## config.mk

```make
export PLATFORM = sky130hd
export DESIGN_NAME = neuron_weight_sequencer
export DESIGN_NICKNAME = d
export VERILOG_FILES = /design/src/rtl/neuron_weight_sequencer.sv
export SDC_FILE = /design/constraint.sdc
export NUM_CORES = 1
export LEC_CHECK = 0
export CAP_MARGIN = 20
export CORE_AREA = 2 2 58 60
export DETAILED_ROUTE_END_ITERATION = 10
export DIE_AREA = 0 0 60 62
export PLACE_DENSITY = 0.84
export SLEW_MARGIN = 20
export SYNTH_ARGS = -nofsm -noshare
export SYNTH_HDL_FRONTEND = slang
export SYNTH_SLANG_ARGS = --single-unit
```

## constraint.sdc

```tcl
create_clock -name clk_i -period 1.4 [get_ports clk_i]
set_input_delay 0.28 -clock clk_i [delete_from_list [all_inputs] [get_ports clk_i]]
set_output_delay 0.28 -clock clk_i [all_outputs]
set_load 0.03 [all_outputs]
```

## src/rtl/neuron_weight_sequencer.sv

```systemverilog
// ---------------------------------------------------------------------------
// neuron_weight_sequencer
// Walks one neuron's weight ROM (1-cycle read latency, bias stored after the
// weights), pairs each incoming activation with its weight and closes the
// evaluation with a bias beat towards the neuron MAC.
//
// Ports:
//   clk_i, reset_i          clock (rising edge), async active-low reset
//   start_i                 begin one evaluation (ignored unless idle)
//   busy_o, done_o          evaluation in progress / bias beat accepted pulse
//   act_valid_i/_data_i     activation stream in, act_ready_o handshake
//   rom_addr_o, rom_data_i  ROM address (next-address, combinational) / data
//   valid_o, ready_i        output beat handshake
//   act_o, weight_o, last_o output beat payload (last_o marks the bias beat)
//
// Optional feature macro WEIGHT_LOAD_EN adds a ROM write port usable in idle:
//   load_valid_i, load_addr_i, load_data_i -> rom_wen_o, rom_wdata_o
// ---------------------------------------------------------------------------
module neuron_weight_sequencer #(
   parameter int unsigned ADDR_WIDTH  = 3,
   parameter int unsigned WORD_SIZE   = 8,
   parameter int unsigned DATA_WIDTH  = 8,
   parameter int unsigned NUM_WEIGHTS = 7
) (
   input  logic                  clk_i,
   input  logic                  reset_i,
   input  logic                  start_i,
   output logic                  busy_o,
   output logic                  done_o,
   input  logic                  act_valid_i,
   input  logic [DATA_WIDTH-1:0] act_data_i,
   output logic                  act_ready_o,
   output logic [ADDR_WIDTH-1:0] rom_addr_o,
   input  logic [WORD_SIZE-1:0]  rom_data_i,
   output logic                  valid_o,
   input  logic                  ready_i,
   output logic [DATA_WIDTH-1:0] act_o,
   output logic [WORD_SIZE-1:0]  weight_o,
   output logic                  last_o
`ifdef WEIGHT_LOAD_EN
   ,
   input  logic                  load_valid_i,
   input  logic [ADDR_WIDTH-1:0] load_addr_i,
   input  logic [WORD_SIZE-1:0]  load_data_i,
   output logic                  rom_wen_o,
   output logic [WORD_SIZE-1:0]  rom_wdata_o
`endif
);

   localparam logic [ADDR_WIDTH-1:0] LAST_W_ADDR = ADDR_WIDTH'(NUM_WEIGHTS - 1);

   // Weights plus bias must fit in the ROM address space.
   if ((NUM_WEIGHTS + 1) > (1 << ADDR_WIDTH)) begin : g_cfg_check
      $error("neuron_weight_sequencer: NUM_WEIGHTS+1 exceeds 2**ADDR_WIDTH");
   end

   typedef enum logic [2:0] {
      S_IDLE,
      S_PRIME,
      S_RUN,
      S_BIAS,
      S_DRAIN
   } state_t;

   state_t                  state_q, state_d;
   logic [ADDR_WIDTH-1:0]   addr_q, addr_d;
   logic                    valid_q, valid_d;
   logic [DATA_WIDTH-1:0]   act_q, act_d;
   logic [WORD_SIZE-1:0]    weight_q, weight_d;
   logic                    last_q, last_d;
   logic                    done_q, done_d;
   logic                    out_free_c;
   logic                    act_ready_c;
   logic                    load_c;

`ifdef WEIGHT_LOAD_EN
   // ROM writes are only honoured while idle; they also mask start_i.
   assign load_c      = (state_q == S_IDLE) && load_valid_i;
   assign rom_wen_o   = load_c;
   assign rom_wdata_o = load_data_i;
`else
   assign load_c      = 1'b0;
`endif

   assign out_free_c = !valid_q || ready_i;

   // Next-state, address and output-beat computation
   always_comb begin
      state_d     = state_q;
      addr_d      = addr_q;
      valid_d     = valid_q;
      act_d       = act_q;
      weight_d    = weight_q;
      last_d      = last_q;
      done_d      = 1'b0;
      act_ready_c = 1'b0;

      // A transferring beat frees the register unless reloaded below.
      if (valid_q && ready_i) begin
         valid_d = 1'b0;
      end

      unique case (state_q)
         S_IDLE: begin
            addr_d = '0;
            if (start_i && !load_c) begin
               state_d = S_PRIME;
            end
         end
         S_PRIME: begin
            // ROM data for address 0 lands during this cycle.
            state_d = S_RUN;
         end
         S_RUN: begin
            act_ready_c = out_free_c;
            if (act_valid_i && out_free_c) begin
               act_d    = act_data_i;
               weight_d = rom_data_i;
               last_d   = 1'b0;
               valid_d  = 1'b1;
               addr_d   = addr_q + ADDR_WIDTH'(1);
               if (addr_q == LAST_W_ADDR) begin
                  state_d = S_BIAS;
               end
            end
         end
         S_BIAS: begin
            // addr_q now points at the bias word.
            if (out_free_c) begin
               act_d    = '0;
               weight_d = rom_data_i;
               last_d   = 1'b1;
               valid_d  = 1'b1;
               state_d  = S_DRAIN;
            end
         end
         S_DRAIN: begin
            if (ready_i) begin
               valid_d = 1'b0;
               last_d  = 1'b0;
               done_d  = 1'b1;
               addr_d  = '0;
               state_d = S_IDLE;
            end
         end
         default: begin
            state_d = S_IDLE;
            addr_d  = '0;
         end
      endcase
   end

   // State and output registers
   always_ff @(posedge clk_i or negedge reset_i) begin
      if (!reset_i) begin
         state_q  <= S_IDLE;
         addr_q   <= '0;
         valid_q  <= 1'b0;
         act_q    <= '0;
         weight_q <= '0;
         last_q   <= 1'b0;
         done_q   <= 1'b0;
      end else begin
         state_q  <= state_d;
         addr_q   <= addr_d;
         valid_q  <= valid_d;
         act_q    <= act_d;
         weight_q <= weight_d;
         last_q   <= last_d;
         done_q   <= done_d;
      end
   end

   // Presenting the next address keeps rom_data_i aligned with addr_q.
   always_comb begin
      rom_addr_o = addr_d;
`ifdef WEIGHT_LOAD_EN
      if (load_c) begin
         rom_addr_o = load_addr_i;
      end
`endif
   end

   assign busy_o      = (state_q != S_IDLE);
   assign done_o      = done_q;
   assign act_ready_o = act_ready_c;
   assign valid_o     = valid_q;
   assign act_o       = act_q;
   assign weight_o    = weight_q;
   assign last_o      = last_q;

endmodule
```

==> qor.txt <==
largest net degree at the start of global routing = 26
Final WS setup = -0.525 ns
CP Max Fanout = 4
most frequent cells after synthesis = 44 x nand2_1, 25 x dfrtp_1, 10 x nand3_1
vias in the first global route = 1,161
Final Hold Viols = 0
Placed Area = 1760 µm²
Max Cap Viol = 0
clk_lat worst skew = 0.30 ns
worst r2r src = state_q[2]$_DFFE_PN0P_
CP endpoint kind = output port
buffers plus inverters on the worst setup path = 2
Post-Syn Area = 1120 µm²
failing checks = setup timing
Hold Path Class = primary input to async pin
reg2reg end = act_o[0]$_DFFE_PN0P_
GR Overflow Total = 0
most common cell in the netlist = nand2_1
FF-to-FF setup slack = -0.13 ns
detailed-route via count = 1,206
Seq pwr share = 0.252
H-Tree Depth = 1
PD cells = 2420 nW/µm²
Final HPWL DP = 2250 µm
Most common cell on crit path = buf_6
Synth async-reset ratio = 1.00
top post-synthesis cells by area = dfrtp_1 56%, nand2_1 15%, nand3_1 4.5%
Final min period = 1.92 ns
Final #Nets = 220
area delta synth->final = 84.4%
status = finished, violations left
Reg clk slew, reported paths = 0.13 ns
Crit path largest cell delay = 0.42 ns
vias per inst = 4.98
Main synth FF type = dfrtp_1
sequential share of the synthesized area = 0.560
Yosys warnings = 0
Psw = 2.31 mW
layout cell share with drive strength beyond 1 = 0.490
Max Buffers Root-to-Sink = 2
Slew headroom = 0.773
root buffer cell = clkbuf_4
Final Non-Filler Cells = 242
Setup-failing EPs final = 23
Avg WL per Cell = 13.9 µm
Routed WL = 3360 µm
Avg Cell Area, Syn = 9.39 µm²
Max VDD drop = 1700 µV
family with the most delay on the worst path = compound AO/OA/AOI/OAI gates
Ant. Diodes = 0
dominant cell type by area after synthesis = dfrtp_1
Worst Skew = 0.00251 ns
initial antenna violation count = 0
kind of critical path = flip-flop to output port
die span in x = 60 µm
First-pass DRT Iterations = 4
Netlist cell types = 28
core area = 3180 µm²
first-pass GRT wire length = 5210 µm
DR DRC count = 0
initial core utilization = 0.351
FP Rows = 21
Die Ht = 62 µm
die area = 3720 µm²
Logic pwr share = 0.686
reg2reg path depth = 8
worst path arrival time = 1.64 ns
CP startpoint kind = flip-flop
Worst path slowest cell = dfrtp_1
area share of the largest cell type after synthesis = 0.560
Fill cells = 260
Iter 0 DRT Violations = 29
total track usage = 0.191
post-route cell area = 2060 µm²
max frequency = 0.520 GHz
Final ANT Viol Nets = 0
clock network power share = 0.062
RSZ-0062 raised after global routing = true
cells after synthesis = 119
Pint = 2.69 mW
I/O Buffers = 44
Worst Max-Slew Pin Slew = 0.339 ns
Ports = 45
period utilization = 1.37
Inst Count DP = 224
clock sink count = 25
Cell Chain, Critical Path = buf_6 -> o21bai_4 -> a31oi_4 -> o31ai_2 -> o21ai_2 -> buf_6
Switching Fraction = 0.462
Lkg Pwr = 0.986 nW
CTS tree = yes
Yosys reg bits = 25
CTS buffer count = 3
WP data required = 1.12 ns
Mapped Nets = 142
Max Slew Vio Count = 0
Post-synth EDFFs = 0
GPL Wtd Cong = 0.811
-- final cells by class --
class,instances,area (µm²),area share
Clock buffer,4,26.3,0.0128
Inverter,2,7.51,0.00364
Multi-Input combinational cell,88,647,0.314
Sequential cell,25,627,0.304
Tap cell,46,57.6,0.0279
Timing Repair Buffer,77,696,0.338
-- worst max-delay path by stage --
stage                                start             to  slack (ns)  cells past startpoint
floorplan           state_q[1]$_DFFE_PN0P_  rom_addr_o[0]       -0.10                      4
global placement                   ready_i  rom_addr_o[2]       -0.45                      6
detailed placement                 ready_i  rom_addr_o[2]       -0.53                      6
CTS                 state_q[1]$_DFFE_PN0P_  rom_addr_o[2]       -0.51                      6
global route        state_q[1]$_DFFE_PN0P_  rom_addr_o[2]       -0.60                      6
finish              state_q[1]$_DFFE_PN0P_  rom_addr_o[2]       -0.52                      6
-- stage by stage --
stage          TNS [ns]  hold WS, ns  power (mW)   util  setup WS [ns]
6_report          -3.87        0.308        4.99  0.648         -0.525
5_1_grt           -5.58        0.325        5.30  0.648         -0.599
4_1_cts           -3.14        0.318        4.67  0.617         -0.513
3_5_place_dp      -8.05        0.463        4.06  0.555         -0.530
3_3_place_gp      -6.82        0.459        3.96  0.555         -0.449
2_1_floorplan    -0.561      -0.0156        2.90      -         -0.102
-- power groups by stage --
stage | sequential (mW) | combinational, mW | clock (mW)
after floorplan | 1.77 | 1.13 | 0
final | 1.26 | 3.43 | 0.308
after detailed placement | 1.27 | 2.79 | 0
after global routing | 1.29 | 3.66 | 0.344
after CTS | 1.25 | 3.10 | 0.320
after global placement | 1.24 | 2.72 | 0
-- layout by cell type, fill, tap and decap left out, types with 2 or more instances in the layout --
cell	count
nand2_2	22
dlygate4sd2_1	6
nand2b_4	2
o21ai_2	3
o21ai_1	2
dfrtp_1	24
nand3_1	2
a31oi_1	2
nand2_1	22
nor2_1	3
buf_6	14
clkdlybuf4s15_1	9
nand3_2	8
clkbuf_2	5
clkdlybuf4s50_1	19
clkbuf_4	3
ha_1	2
or3_4	3
nor3_1	2
buf_4	24
-- repair_timing --
item	CTS	global route
gates cloned	1	1
endpoints found under the setup margin	41	37
hold endpoints to repair	0	0
pin swaps	6	35
resized for setup	55	42
buffers inserted	10	7
hold buffers	0	0
-- state kept, by name, indices dropped and copies added (netlist names) --
signal and count:
act_o 8, addr_q 3, done_o 1, last_o 1, state_q 3, valid_o 1, weight_o 8
-- kinds of logic (layout without fill, tap and decap cells) --
family                   after synthesis  in the layout  share of synthesized area
AO/OA/AOI/OAI                         14             14                     0.0762
adder cells (fa/ha/maj)                2              2                     0.0224
buffers and inverters                  7             83                     0.0481
flip-flops                            25             25                      0.560
AND/OR/NAND/NOR                       71             72                      0.293
-- metal layers --
| layer | part of all wire | wire length, µm | track usage | vias to the layer above |
|---|---|---|---|---|
| li1 | - | - | - | 556 |
| met3 | 0.041 | 138 | 0.0228 | 10 |
| met2 | 0.54 | 1800 | 0.360 | 36 |
| met1 | 0.40 | 1340 | 0.218 | 604 |
| met5 | 0 | 0 | 0 | - |
| met4 | 0.023 | 76 | 0.0825 | 0 |
No activity file was read; power rests on OpenSTA's default activity.
